--- src/rtl/wh_router_pkg.sv ---
// Shared router definitions: port count, port index names and the switch-allocator FSM state type.
package wh_router_pkg;

  localparam int N_PORTS = 5;

  typedef enum logic [2:0] {
    LOCAL = 3'd0,
    NORTH = 3'd1,
    EAST  = 3'd2,
    SOUTH = 3'd3,
    WEST  = 3'd4
  } port_e;

  typedef enum logic {
    SA_IDLE   = 1'b0,
    SA_LOCKED = 1'b1
  } sa_state_t;

endpackage

--- src/rtl/rr_pick.sv ---
// Combinational wraparound priority pick: first requester at index >= prio, else lowest requester.
module rr_pick #(
  parameter int N  = 5,
  parameter int PW = 3
) (
  input  logic [N-1:0]  req,
  input  logic [PW-1:0] prio,
  output logic [N-1:0]  pick,
  output logic          found
);

  logic [N-1:0] masked;
  logic [N-1:0] hi_pick;
  logic [N-1:0] lo_pick;

  // The masked stage covers indices from prio upward; the unmasked stage supplies the wrap to 0.
  always_comb begin
    masked  = '0;
    hi_pick = '0;
    lo_pick = '0;
    for (int i = 0; i < N; i++) begin
      masked[i] = req[i] && (PW'(i) >= prio);
    end
    for (int i = N - 1; i >= 0; i--) begin
      if (masked[i]) begin
        hi_pick    = '0;
        hi_pick[i] = 1'b1;
      end
      if (req[i]) begin
        lo_pick    = '0;
        lo_pick[i] = 1'b1;
      end
    end
  end

  assign pick  = (|masked) ? hi_pick : lo_pick;
  assign found = |req;

endmodule

--- src/rtl/wh_sa_outport_ctrl.sv ---
// Wormhole switch-allocator output-port controller: locks the output to one packet head-to-tail.
// Optional stall watchdog and stall_err_o port are built when WH_SA_WATCHDOG_EN is defined.
module wh_sa_outport_ctrl
  import wh_router_pkg::*;
#(
  parameter int N          = 5,
  parameter int WDOG_LIMIT = 64
) (
  input  logic         clk,
  input  logic         rst,
  input  logic [N-1:0] req_i,
  input  logic [N-1:0] head_i,
  input  logic [N-1:0] tail_i,
  input  logic         out_ready_i,
  output logic [N-1:0] grant_o,
  output logic         xfer_o,
  output logic         busy_o
`ifdef WH_SA_WATCHDOG_EN
  ,
  output logic         stall_err_o
`endif
);

  localparam int PW = $clog2(N);

  sa_state_t     state, state_nxt;
  logic [PW-1:0] owner, owner_nxt;
  logic [PW-1:0] prio, prio_nxt;
  logic [N-1:0]  grant, grant_nxt;
  logic [N-1:0]  pick;
  logic          found;
  logic [PW-1:0] pick_idx;
  logic          release_lock;

  rr_pick #(.N(N), .PW(PW)) u_pick (
    .req   (req_i & head_i),
    .prio  (prio),
    .pick  (pick),
    .found (found)
  );

  always_comb begin
    pick_idx = '0;
    for (int i = 0; i < N; i++) begin
      if (pick[i]) pick_idx = PW'(i);
    end
  end

  assign xfer_o       = (state == SA_LOCKED) && req_i[owner] && out_ready_i;
  assign release_lock = xfer_o && tail_i[owner];
  assign grant_o      = grant;
  assign busy_o       = (state == SA_LOCKED);

  // A release cycle returns to IDLE without arbitrating; the next grant comes from the IDLE cycle.
  always_comb begin
    state_nxt = state;
    owner_nxt = owner;
    prio_nxt  = prio;
    grant_nxt = grant;
    case (state)
      SA_IDLE: begin
        if (found) begin
          state_nxt = SA_LOCKED;
          owner_nxt = pick_idx;
          grant_nxt = pick;
        end
      end
      SA_LOCKED: begin
        if (release_lock) begin
          state_nxt = SA_IDLE;
          grant_nxt = '0;
          prio_nxt  = (owner == PW'(N - 1)) ? '0 : owner + 1'b1;
        end
      end
      default: begin
        state_nxt = SA_IDLE;
        grant_nxt = '0;
      end
    endcase
  end

  always_ff @(posedge clk) begin
    if (rst) begin
      state <= SA_IDLE;
      owner <= '0;
      prio  <= '0;
      grant <= '0;
    end else begin
      state <= state_nxt;
      owner <= owner_nxt;
      prio  <= prio_nxt;
      grant <= grant_nxt;
    end
  end

`ifdef WH_SA_WATCHDOG_EN
  localparam int CW = $clog2(WDOG_LIMIT + 1);

  logic [CW-1:0] wdog_cnt;
  logic          stalled;

  assign stalled = (state == SA_LOCKED) && !xfer_o;

  // Counter saturates at the limit; the flag stays set until reset.
  always_ff @(posedge clk) begin
    if (rst) begin
      wdog_cnt    <= '0;
      stall_err_o <= 1'b0;
    end else begin
      if (!stalled) begin
        wdog_cnt <= '0;
      end else if (wdog_cnt != CW'(WDOG_LIMIT)) begin
        wdog_cnt <= wdog_cnt + 1'b1;
        if (wdog_cnt + 1'b1 == CW'(WDOG_LIMIT)) stall_err_o <= 1'b1;
      end
    end
  end
`endif

endmodule

--- config.mk ---
export PLATFORM = sky130hd
export DESIGN_NAME = wh_sa_outport_ctrl
export DESIGN_NICKNAME = d
export VERILOG_FILES = /design/src/rtl/wh_router_pkg.sv /design/src/rtl/rr_pick.sv /design/src/rtl/wh_sa_outport_ctrl.sv
export SDC_FILE = /design/constraint.sdc
export NUM_CORES = 1
export LEC_CHECK = 0
export ABC_AREA = 1
export BUFFER_PORTS_ARGS = -buffer_cell sky130_fd_sc_hd__buf_2
export CAP_MARGIN = 20
export CORE_MARGIN = 5
export CORE_UTILIZATION = 45
export DETAILED_ROUTE_END_ITERATION = 8
export PLACE_DENSITY = 0.8
export SYNTH_ARGS = -nofsm -noshare
export SYNTH_HDL_FRONTEND = slang
export SYNTH_SLANG_ARGS = --single-unit
--- constraint.sdc ---
create_clock -name clk -period 1.38 [get_ports clk]
set_clock_uncertainty 0.05 [all_clocks]
set_input_delay 0.069 -clock clk [delete_from_list [all_inputs] [get_ports clk]]
set_output_delay 0.069 -clock clk [all_outputs]
set_load 0.005 [all_outputs]
==> flow_summary_export.csv, run 1 <==
group,metric,value,unit
min_path,hold_path_class,"in2reg",
timing,hold_violations,0,
global_route,antenna_found_initial,0,
layout,layout.nets,192,
layout,antenna-diode-count,0,
power,p_int,0.000663,W
routing,avgRoutedWirePerCell,14.0,µm
setup_path,critPathKind,"reg2out",
floorplanning,ioPinCount,25,
power,combPwrFrac,41.9,%
routing,wl,2730,µm
layout,drive_gt1_share,48.2,%
synthesis,yosysWarnings,0,
placement,gp_congestion,0.933,
synthesis,synth_top_area_share,29.1,%
setup_path,cp_data_required_time,1.26,ns
setup_path,r2r-end,"prio[2]$_SDFFE_PP0P_",
synthesis,ys_seq_area_share,29.1,%
routing,num_vias,1053,
global_route,grt_pass1_wl,4110,µm
floorplanning,die_w,52.8,µm
global_route,grt_max_degree,11,
clock_network,cts_max_level,1,
synthesis,netlist-cell-type-count,19,
floorplanning,core,1730,µm²
timing,setup_ws,-0.0283,ns
timing,tightest_slew,0.418,ns
synthesis,synthTopCellsByArea,"dfxtp_1, nand2_1, nand3_1",
clock_network,ctsHoldBuffers,0,
min_path,min_path_cells,2,
status,failed_checks,"setup timing",
layout,area_delta_synth_final,45.0,%
placement,hpwl,1920,µm
synthesis,synth-main-ff-cell,"dfxtp_1",
setup_path,arrival,1.29,ns
clock_network,max-clock-path-buffers,2,
timing,max_slew_margin,72.1,%
floorplanning,dieArea,2790,µm²
setup_path,start_kind,"register",
timing,period_share,102,%
power,peakVddDrop,634,µV
routing,ant_nets,0,
floorplanning,fp-row-count,15,
timing,setup-violations-final,4,
synthesis,synth_seq_cells,12,
routing,drc,0,
power,p_sw,0.000420,W
power,p_sw_share,38.8,%
setup_path,regToRegStartpoint,"owner[0]$_SDFFE_PP0P_",
power,power_frac_seq,38.2,%
power,p_per_area,905,nW/µm²
job,drv_cap,0,
layout,final_area,1200,µm²
setup_path,worstRegToRegCells,9,
setup_path,cp_common_cell,"nand3_2",
floorplanning,fp.dieH,52.8,µm
timing,report.final.slew_viol_count,0,
timing,hold_ws,0.0171,ns
layout,final_core_util,69.3,%
setup_path,slowest_stage,"dfxtp_4",
synthesis,synth_cells,135,
setup_path,crit_chain,"inv_6 > nand3_2 > nand2_2 > nand3_2 > nor2_4 > buf_2",
synthesis,avgSynthCellArea,6.12,µm²
synthesis,async_flop_share,0,%
min_path,hold_end,"owner[0]$_SDFFE_PP0P_",
power,clockPowerShare,19.9,%
status,status,"finished with violations",
clock_network,clock-sinks,12,
clock_network,clk_pin_slew,0.06,ns
routing,routed_via_density,5.40,
global_route,gr-total-overflow,0,
synthesis,syn_nets,155,
routing,drtIter0Drc,25,
min_path,min_from,"rst",
placement,io_buffers,24,
power,leakage,0.587,nW
setup_path,cp_max_fo,7,
clock_network,cts-root-buf,"clkbuf_4",
setup_path,r2r_setup_slack,-0.03,ns
timing,fmax,0.710,GHz
synthesis,yosys.area.top_type,"dfxtp_1",
global_route,grtUsageTotal,19.7,%
clock_network,numCtsBuffers,3,
routing,first_pass_iters,4,
clock_network,insertion_delay,0.28,ns
setup_path,end_kind,"output pin",
setup_path,max_stage_delay,0.38,ns
synthesis,synth_edf_count,0,
synthesis,syn_area,826,µm²
global_route,grt_pass1_vias,1006,
placement,placed_area,1020,µm²
timing,rsz0062_at_grt,"yes",
floorplanning,initial_core_util,47.8,%
clock_network,tritoncts,"done",
timing,post-route-min-period,1.41,ns
per-layer routing:
| metal | vias to the layer above | GRT usage, % | wire length [µm] |
|---|---|---|---|
| met4 | 0 | 9.36 | 92 |
| met5 | - | 0 | 0 |
| met3 | 9 | 2.85 | 111 |
| li1 | 515 | - | - |
| met1 | 496 | 23.0 | 1150 |
| met2 | 33 | 34.7 | 1380 |
cell usage after synthesis (3+ instances only):
library cell  instances
nand2_1              40
nand3_1              23
a21oi_1              13
dfxtp_1              12
inv_1                11
nor2_1               10
o21ai_0               5
inv_2                 4
nand2_2               3
area by class of cell:
cell class | count | area [µm²]
fillers | 147 | 529
multi-input cells | 107 | 643
flip-flops and latches | 12 | 250
repair buffers | 32 | 180
well taps | 25 | 31.3
clock buffers | 3 | 22.5
inverters | 16 | 70.1
cells in the final DEF, fill, tap and decap left out, drive strengths merged, types with 2 or more instances in the layout:
| master | instances |
|---|---|
| ha | 2 |
| buf | 32 |
| a21oi | 14 |
| nand3 | 25 |
| inv | 16 |
| clkbuf | 3 |
| o21ai | 7 |
| dfxtp | 12 |
| nand2 | 45 |
| nor2 | 12 |
sequential cells by signal (all words and copies together) (netlist names):
register and cells:
owner 3, busy_o 1, grant_o 5, prio 3
stage by stage:
step	power, W	setup slack (ns)	std cells	setup TNS [ns]
6_report	0.00108	-0.0283	195	-0.0784
5_1_grt	0.00115	-0.124	195	-0.688
4_1_cts	0.00100	0.000589	192	0
3_5_place_dp	0.000767	-0.128	189	-0.573
3_3_place_gp	0.000755	-0.0402	189	-0.0858
2_1_floorplan	0.000641	0.0796	135	0
worst max path at each step:
stage                           from               endpoint  depth (start not counted)
2_1_floorplan  owner[1]$_SDFFE_PP0P_   prio[1]$_SDFFE_PP0P_                          8
3_3_place_gp   owner[0]$_SDFFE_PP0P_   prio[1]$_SDFFE_PP0P_                          8
3_5_place_dp   owner[0]$_SDFFE_PP0P_   prio[1]$_SDFFE_PP0P_                          8
4_1_cts         prio[0]$_SDFFE_PP0P_  owner[1]$_SDFFE_PP0P_                         11
5_1_grt         prio[0]$_SDFFE_PP0P_  owner[1]$_SDFFE_PP0P_                         11
6_report       owner[0]$_SDFFE_PP0P_                 xfer_o                          6
critical path, delay by kind of cell (launching register included):
kind                   cells  cell delay, ns
and+or+nand+nor            4            0.40
DFF                        1            0.38
buffers and inverters      2            0.23
cell families (layout without fill, tap and decap cells):
family	Yosys count	after routing	share of synthesized area [%]
adder cells (fa/ha/maj)	2	2	3.03
flip-flops	12	12	29.1
buffers and inverters	17	51	8.03
AND/OR/NAND/NOR	83	84	45.8
AO/OA/AOI/OAI	21	21	14.1
what timing repair did:
action                                  4_1_cts  5_1_grt
resized for setup                            11       32
pin swaps                                     3       18
gates cloned                                  0        1
endpoints found under the setup margin       12       13
buffers inserted                              0        2
power groups by stage:
stage,Sequential [W],Combinational [W],Clock [W]
6_report,0.000414,0.000454,0.000216
5_1_grt,0.000418,0.000504,0.000232
4_1_cts,0.000409,0.000370,0.000221
3_5_place_dp,0.000413,0.000355,0
3_3_place_gp,0.000411,0.000343,0
2_1_floorplan,0.000413,0.000228,0
Note: power is estimated with default switching activity, not from simulation.
==> run 2: changes to the inputs <==
- CORE_UTILIZATION: 45 -> 46
- SYNTH_HIERARCHICAL: not set -> 1
==> flow_summary_export.csv, run 2 <==
group,metric,value,unit
synthesis,avgSynthCellArea,5.97,µm²
clock_network,clock-sinks,12,
clock_network,tritoncts,"done",
clock_network,clk_pin_slew,0.08,ns
layout,layout_common_cells,"nand2_1, buf_2, inv_1",
routing,first_pass_iters,4,
power,p_per_area,885,nW/µm²
routing,num_vias,1159,
routing,ant_nets,0,
min_path,min_from,"out_ready_i",
floorplanning,core,1940,µm²
min_path,min_path_cells,8,
routing,wl,2690,µm
layout,antenna-diode-count,0,
setup_path,r2r-end,"grant_o[4]$_SDFFE_PP0P_",
layout,final_area,1320,µm²
setup_path,end_kind,"register",
synthesis,synth-main-ff-cell,"dfxtp_1",
power,totalPowerFinal,0.00117,W
placement,hpwl,1920,µm
min_path,hold_end,"prio[1]$_SDFFE_PP0P_",
synthesis,synth_top_area_share,25.6,%
synthesis,synth_seq_cells,12,
synthesis,yosys.area.top_type,"dfxtp_1",
synthesis,synth_edf_count,0,
synthesis,netlist-cell-type-count,25,
setup_path,cp_max_fo,7,
status,failed_checks,"setup timing",
clock_network,insertion_delay,0.28,ns
timing,setup_ws,-0.127,ns
routing,drtIter0Drc,48,
floorplanning,initial_core_util,48.3,%
synthesis,syn_area,937,µm²
job,drv_cap,0,
placement,pre_cts_ws,-0.146,ns
status,status,"finished with violations",
timing,report.final.slew_viol_count,0,
timing,fin_tns_setup,-0.927,ns
timing,tightest_slew,0.261,ns
power,peakVddDrop,907,µV
clock_network,max-clock-path-buffers,2,
synthesis,syn_nets,177,
global_route,grt_max_degree,16,
layout,fill_cells,160,
timing,hold_ws,0.335,ns
layout,drive_gt1_share,39.2,%
timing,rsz0062_at_grt,"yes",
setup_path,r2r_setup_slack,-0.13,ns
clock_network,cts_max_level,1,
synthesis,synthTopCellsByArea,"dfxtp_1, nand2_1, inv_1",
layout,layout.nets,225,
min_path,hold_path_class,"in2reg",
setup_path,critPathKind,"reg2reg",
placement,placed_area,1190,µm²
setup_path,cp_data_required_time,1.51,ns
global_route,antenna_found_initial,0,
placement,gp_congestion,0.812,
global_route,gr-total-overflow,0,
floorplanning,ioPinCount,25,
timing,fmax,0.663,GHz
timing,max_slew_margin,82.6,%
global_route,grtUsageTotal,19.2,%
setup_path,regToRegStartpoint,"owner[0]$_SDFFE_PP0P_",
synthesis,async_flop_share,0,%
synthesis,synth_most_common_cell,"nand2_1",
routing,routed_via_density,5.02,
global_route,grt_pass1_wl,4170,µm
power,leakage,0.714,nW
timing,setup-violations-final,11,
synthesis,ys_seq_area_share,25.6,%
floorplanning,fp.dieH,55.1,µm
layout,layout_commonest_cell,"nand2_1",
setup_path,arrival,1.64,ns
layout,area_delta_synth_final,41.1,%
routing,drc,0,
layout,largest_register_ff_count,5,
floorplanning,die_w,55.1,µm
floorplanning,fp-row-count,16,
timing,hold_violations,0,
routing,avgRoutedWirePerCell,11.6,µm
clock_network,numCtsBuffers,3,
synthesis,synth_common_cells,"nand2_1, inv_1, nor2_1",
synthesis,synth_cells,157,
timing,period_share,109,%
setup_path,start_kind,"register",
global_route,grt_pass1_vias,1058,
synthesis,yosysWarnings,6,
setup_path,worstRegToRegCells,8,
clock_network,cts-root-buf,"clkbuf_4",
floorplanning,dieArea,3040,µm²
placement,io_buffers,24,
timing,post-route-min-period,1.51,ns
## run 2: worst max path at each step
stage / startpoint / to / slack, ns / depth (start not counted)
floorplan: owner[0]$_SDFFE_PP0P_ / grant_o[0]$_SDFFE_PP0P_ / -0.003 / 10
global placement: owner[0]$_SDFFE_PP0P_ / grant_o[0]$_SDFFE_PP0P_ / -0.08 / 9
detailed placement: owner[0]$_SDFFE_PP0P_ / prio[0]$_SDFFE_PP0P_ / -0.15 / 10
CTS: owner[0]$_SDFFE_PP0P_ / xfer_o / -0.05 / 7
global route: owner[0]$_SDFFE_PP0P_ / prio[2]$_SDFFE_PP0P_ / -0.19 / 8
finish: owner[0]$_SDFFE_PP0P_ / grant_o[4]$_SDFFE_PP0P_ / -0.13 / 8
## run 2: cells by family (layout without fill, tap and decap cells)
group,after synthesis,in the layout,synth area share [%]
simple gates,87,88,43.0
fa+ha+maj,2,2,2.67
flops,12,12,25.6
buf+inv,33,79,15.5
compound gates,23,23,13.2
## run 2: layout make-up
class                      instances  area, µm²  area share, %
multi-input combinational        113        594           44.9
clock buffer                       4       36.3           2.74
timing repair buffer              46        292           22.0
inverter                          29        113           8.51
sequential                        12        254           19.2
tap                               27       33.8           2.55
## run 2: worst max-delay path: stages, from the launching register on
cell and delay (ns):
dfxtp_4 0.36, buf_6 0.12, nor2_4 0.08, buf_4 0.11, a21oi_1 0.06, a21oi_2 0.23, nand2_2 0.17, a21oi_1 0.17
nor2_1 0.06
## run 2: report_power, final
group	total (W)	switching [W]	internal, W
logic	0.000467	0.000256	0.000210
clock network	0.000289	0.000129	0.000161
registers	0.000415	0.0000320	0.000383
## run 2: metal layers
layer / up-vias / track usage (%) / wire [µm]
met1: 514 / 20.6 / 1100
li1: 587 / - / -
met5: - / 0 / 0
met2: 50 / 35.6 / 1380
met4: 0 / 6.48 / 31
met3: 8 / 5.63 / 172
## run 2: repair_timing
item / in CTS / in global routing
pin swaps: 4 / 4
endpoints found under the hold margin: 4 / 0
hold buffers: 1 / 0
cloned: 0 / 1
gates resized for setup: 16 / 5
setup endpoints to repair: 13 / 13
buffers inserted: 2 / 1
## run 2: per-stage QoR
stage / instances / utilization (%)
6_report: 231 / 68.1
5_1_grt: 231 / 68.1
4_1_cts: 229 / 66.6
3_5_place_dp: 222 / 61.3
3_3_place_gp: 222 / 61.3
2_1_floorplan: 157 / -
==> run 3: changes to the inputs <==
- RECOVER_POWER: not set -> 50
==> flow_summary_export.csv, run 3 (same netlist as run 2, synthesis figures left out) <==
group,metric,value,unit
status,status,"finished with violations",
status,failed_checks,"setup timing",
timing,hold_ws,0.334,ns
clock_network,tritoncts,"done",
routing,wl,2700,µm
setup_path,max_stage_delay,0.36,ns
setup_path,arrival,1.63,ns
floorplanning,die_w,55.1,µm
setup_path,start_kind,"register",
timing,setup_ws,-0.115,ns
routing,first_pass_iters,4,
layout,layout_commonest_cell,"nand2_1",
clock_network,cts_max_level,1,
global_route,grt_max_degree,16,
setup_path,crit_chain,"buf_6 > nor2_4 > buf_4 > a21oi_1 > a21oi_2 > nand2_2 > a21oi_1 > nor2_1",
floorplanning,fp.dieH,55.1,µm
timing,fin_tns_setup,-0.913,ns
setup_path,end_kind,"register",
setup_path,r2r_setup_slack,-0.12,ns
clock_network,clock-sinks,12,
timing,report.final.slew_viol_count,0,
layout,drive_gt1_share,37.7,%
routing,drc,0,
routing,avgRoutedWirePerCell,11.7,µm
global_route,antenna_found_initial,0,
floorplanning,initial_core_util,48.3,%
clock_network,numCtsBuffers,3,
setup_path,slowest_stage,"dfxtp_4",
timing,hold_violations,0,
setup_path,cp_data_required_time,1.51,ns
timing,post-route-min-period,1.50,ns
timing,max_slew_margin,82.6,%
clock_network,clk_pin_slew,0.08,ns
job,drv_cap,0,
layout,largest_register_ff_count,5,
floorplanning,ioPinCount,25,
clock_network,insertion_delay,0.28,ns
layout,fill_cells,163,
layout,layout.nets,225,
timing,setup-violations-final,11,
routing,drtIter0Drc,48,
timing,rsz0062_at_grt,"yes",
global_route,gr-total-overflow,0,
power,p_per_area,886,nW/µm²
global_route,grt_pass1_wl,4170,µm
clock_network,cts-root-buf,"clkbuf_4",
setup_path,critPathKind,"reg2reg",
setup_path,cp_max_fo,7,
placement,hpwl,1920,µm
layout,antenna-diode-count,0,
layout,layout_common_cells,"nand2_1, inv_1, nor2_1, buf_2, buf_4",
placement,pre_cts_ws,-0.146,ns
layout,multiInputGateArea,594,µm²
power,peakVddDrop,907,µV
routing,routed_via_density,4.98,
floorplanning,core,1940,µm²
power,leakage,0.702,nW
floorplanning,fp-row-count,16,
placement,gp_congestion,0.812,
global_route,grt_pass1_vias,1058,
timing,period_share,108,%
timing,tightest_slew,0.261,ns
clock_network,max-clock-path-buffers,2,
setup_path,cp_common_cell,"a21oi_1",
global_route,grtUsageTotal,19.2,%
layout,seq_area,254,µm²
timing,fmax,0.669,GHz
layout,area_delta_synth_final,40.7,%
placement,io_buffers,24,
routing,num_vias,1151,
floorplanning,dieArea,3040,µm²
min_path,hold_path_class,"in2reg",
routing,ant_nets,0,
-- run 3: cell types whose count changed in the layout (fill, tap and decap cells not counted), sizes merged --
cell    before  now
clkbuf       4    7
buf         45   42
-- run 3: layout make-up --
class,count,area share (%)
repair buffers,46,21.8
well taps,27,2.56
flip-flops and latches,12,19.3
clock buffers,4,2.75
inverters,29,8.54
multi-input cells,113,45.1
-- run 3: report_power, final --
group	switching [W]	internal, W
registers	0.0000324	0.000383
logic	0.000256	0.000208
clock network	0.000129	0.000161
-- run 3: repair_timing --
action,CTS,global route
pin swaps,4,4
hold buffers,1,0
buffers inserted,2,1
resized for setup,16,5
setup endpoints to repair,13,13
cloned,0,1
hold endpoints to repair,4,0
-- run 3: critical path: cells and delay by family, from the launching register on --
kind / cells / cell delay, ns
AND/OR/NAND/NOR: 3 / 0.31
flip-flops: 1 / 0.36
AO/OA/AOI/OAI: 3 / 0.45
buffers and inverters: 2 / 0.23
-- run 3: final timing paths --
check                                                to  cells past startpoint                     from
worst max register to register  grant_o[4]$_SDFFE_PP0P_                      8    owner[0]$_SDFFE_PP0P_
worst min register to register  grant_o[4]$_SDFFE_PP0P_                      4  grant_o[4]$_SDFFE_PP0P_
worst max-delay path            grant_o[4]$_SDFFE_PP0P_                      8    owner[0]$_SDFFE_PP0P_
worst min-delay path               prio[1]$_SDFFE_PP0P_                      8              out_ready_i
-- run 3: per-layer routing --
| layer | up-vias | GRT usage, % | wire (µm) |
|---|---|---|---|
| met2 | 49 | 35.6 | 1380 |
| li1 | 588 | - | - |
| met1 | 508 | 20.6 | 1110 |
| met3 | 6 | 5.63 | 178 |
| met5 | - | 0 | 0 |
| met4 | 0 | 6.48 | 27 |
-- run 3: metrics by stage --
stage                     power [W]  area (µm²)  instances  utilization, %
after floorplan            0.000682         937        157               -
after global placement     0.000812        1190        222            61.3
after detailed placement   0.000826        1190        222            61.3
after CTS                   0.00114        1290        229            66.6
after global routing        0.00125        1320        231            67.9
final                       0.00117        1320        231            67.9
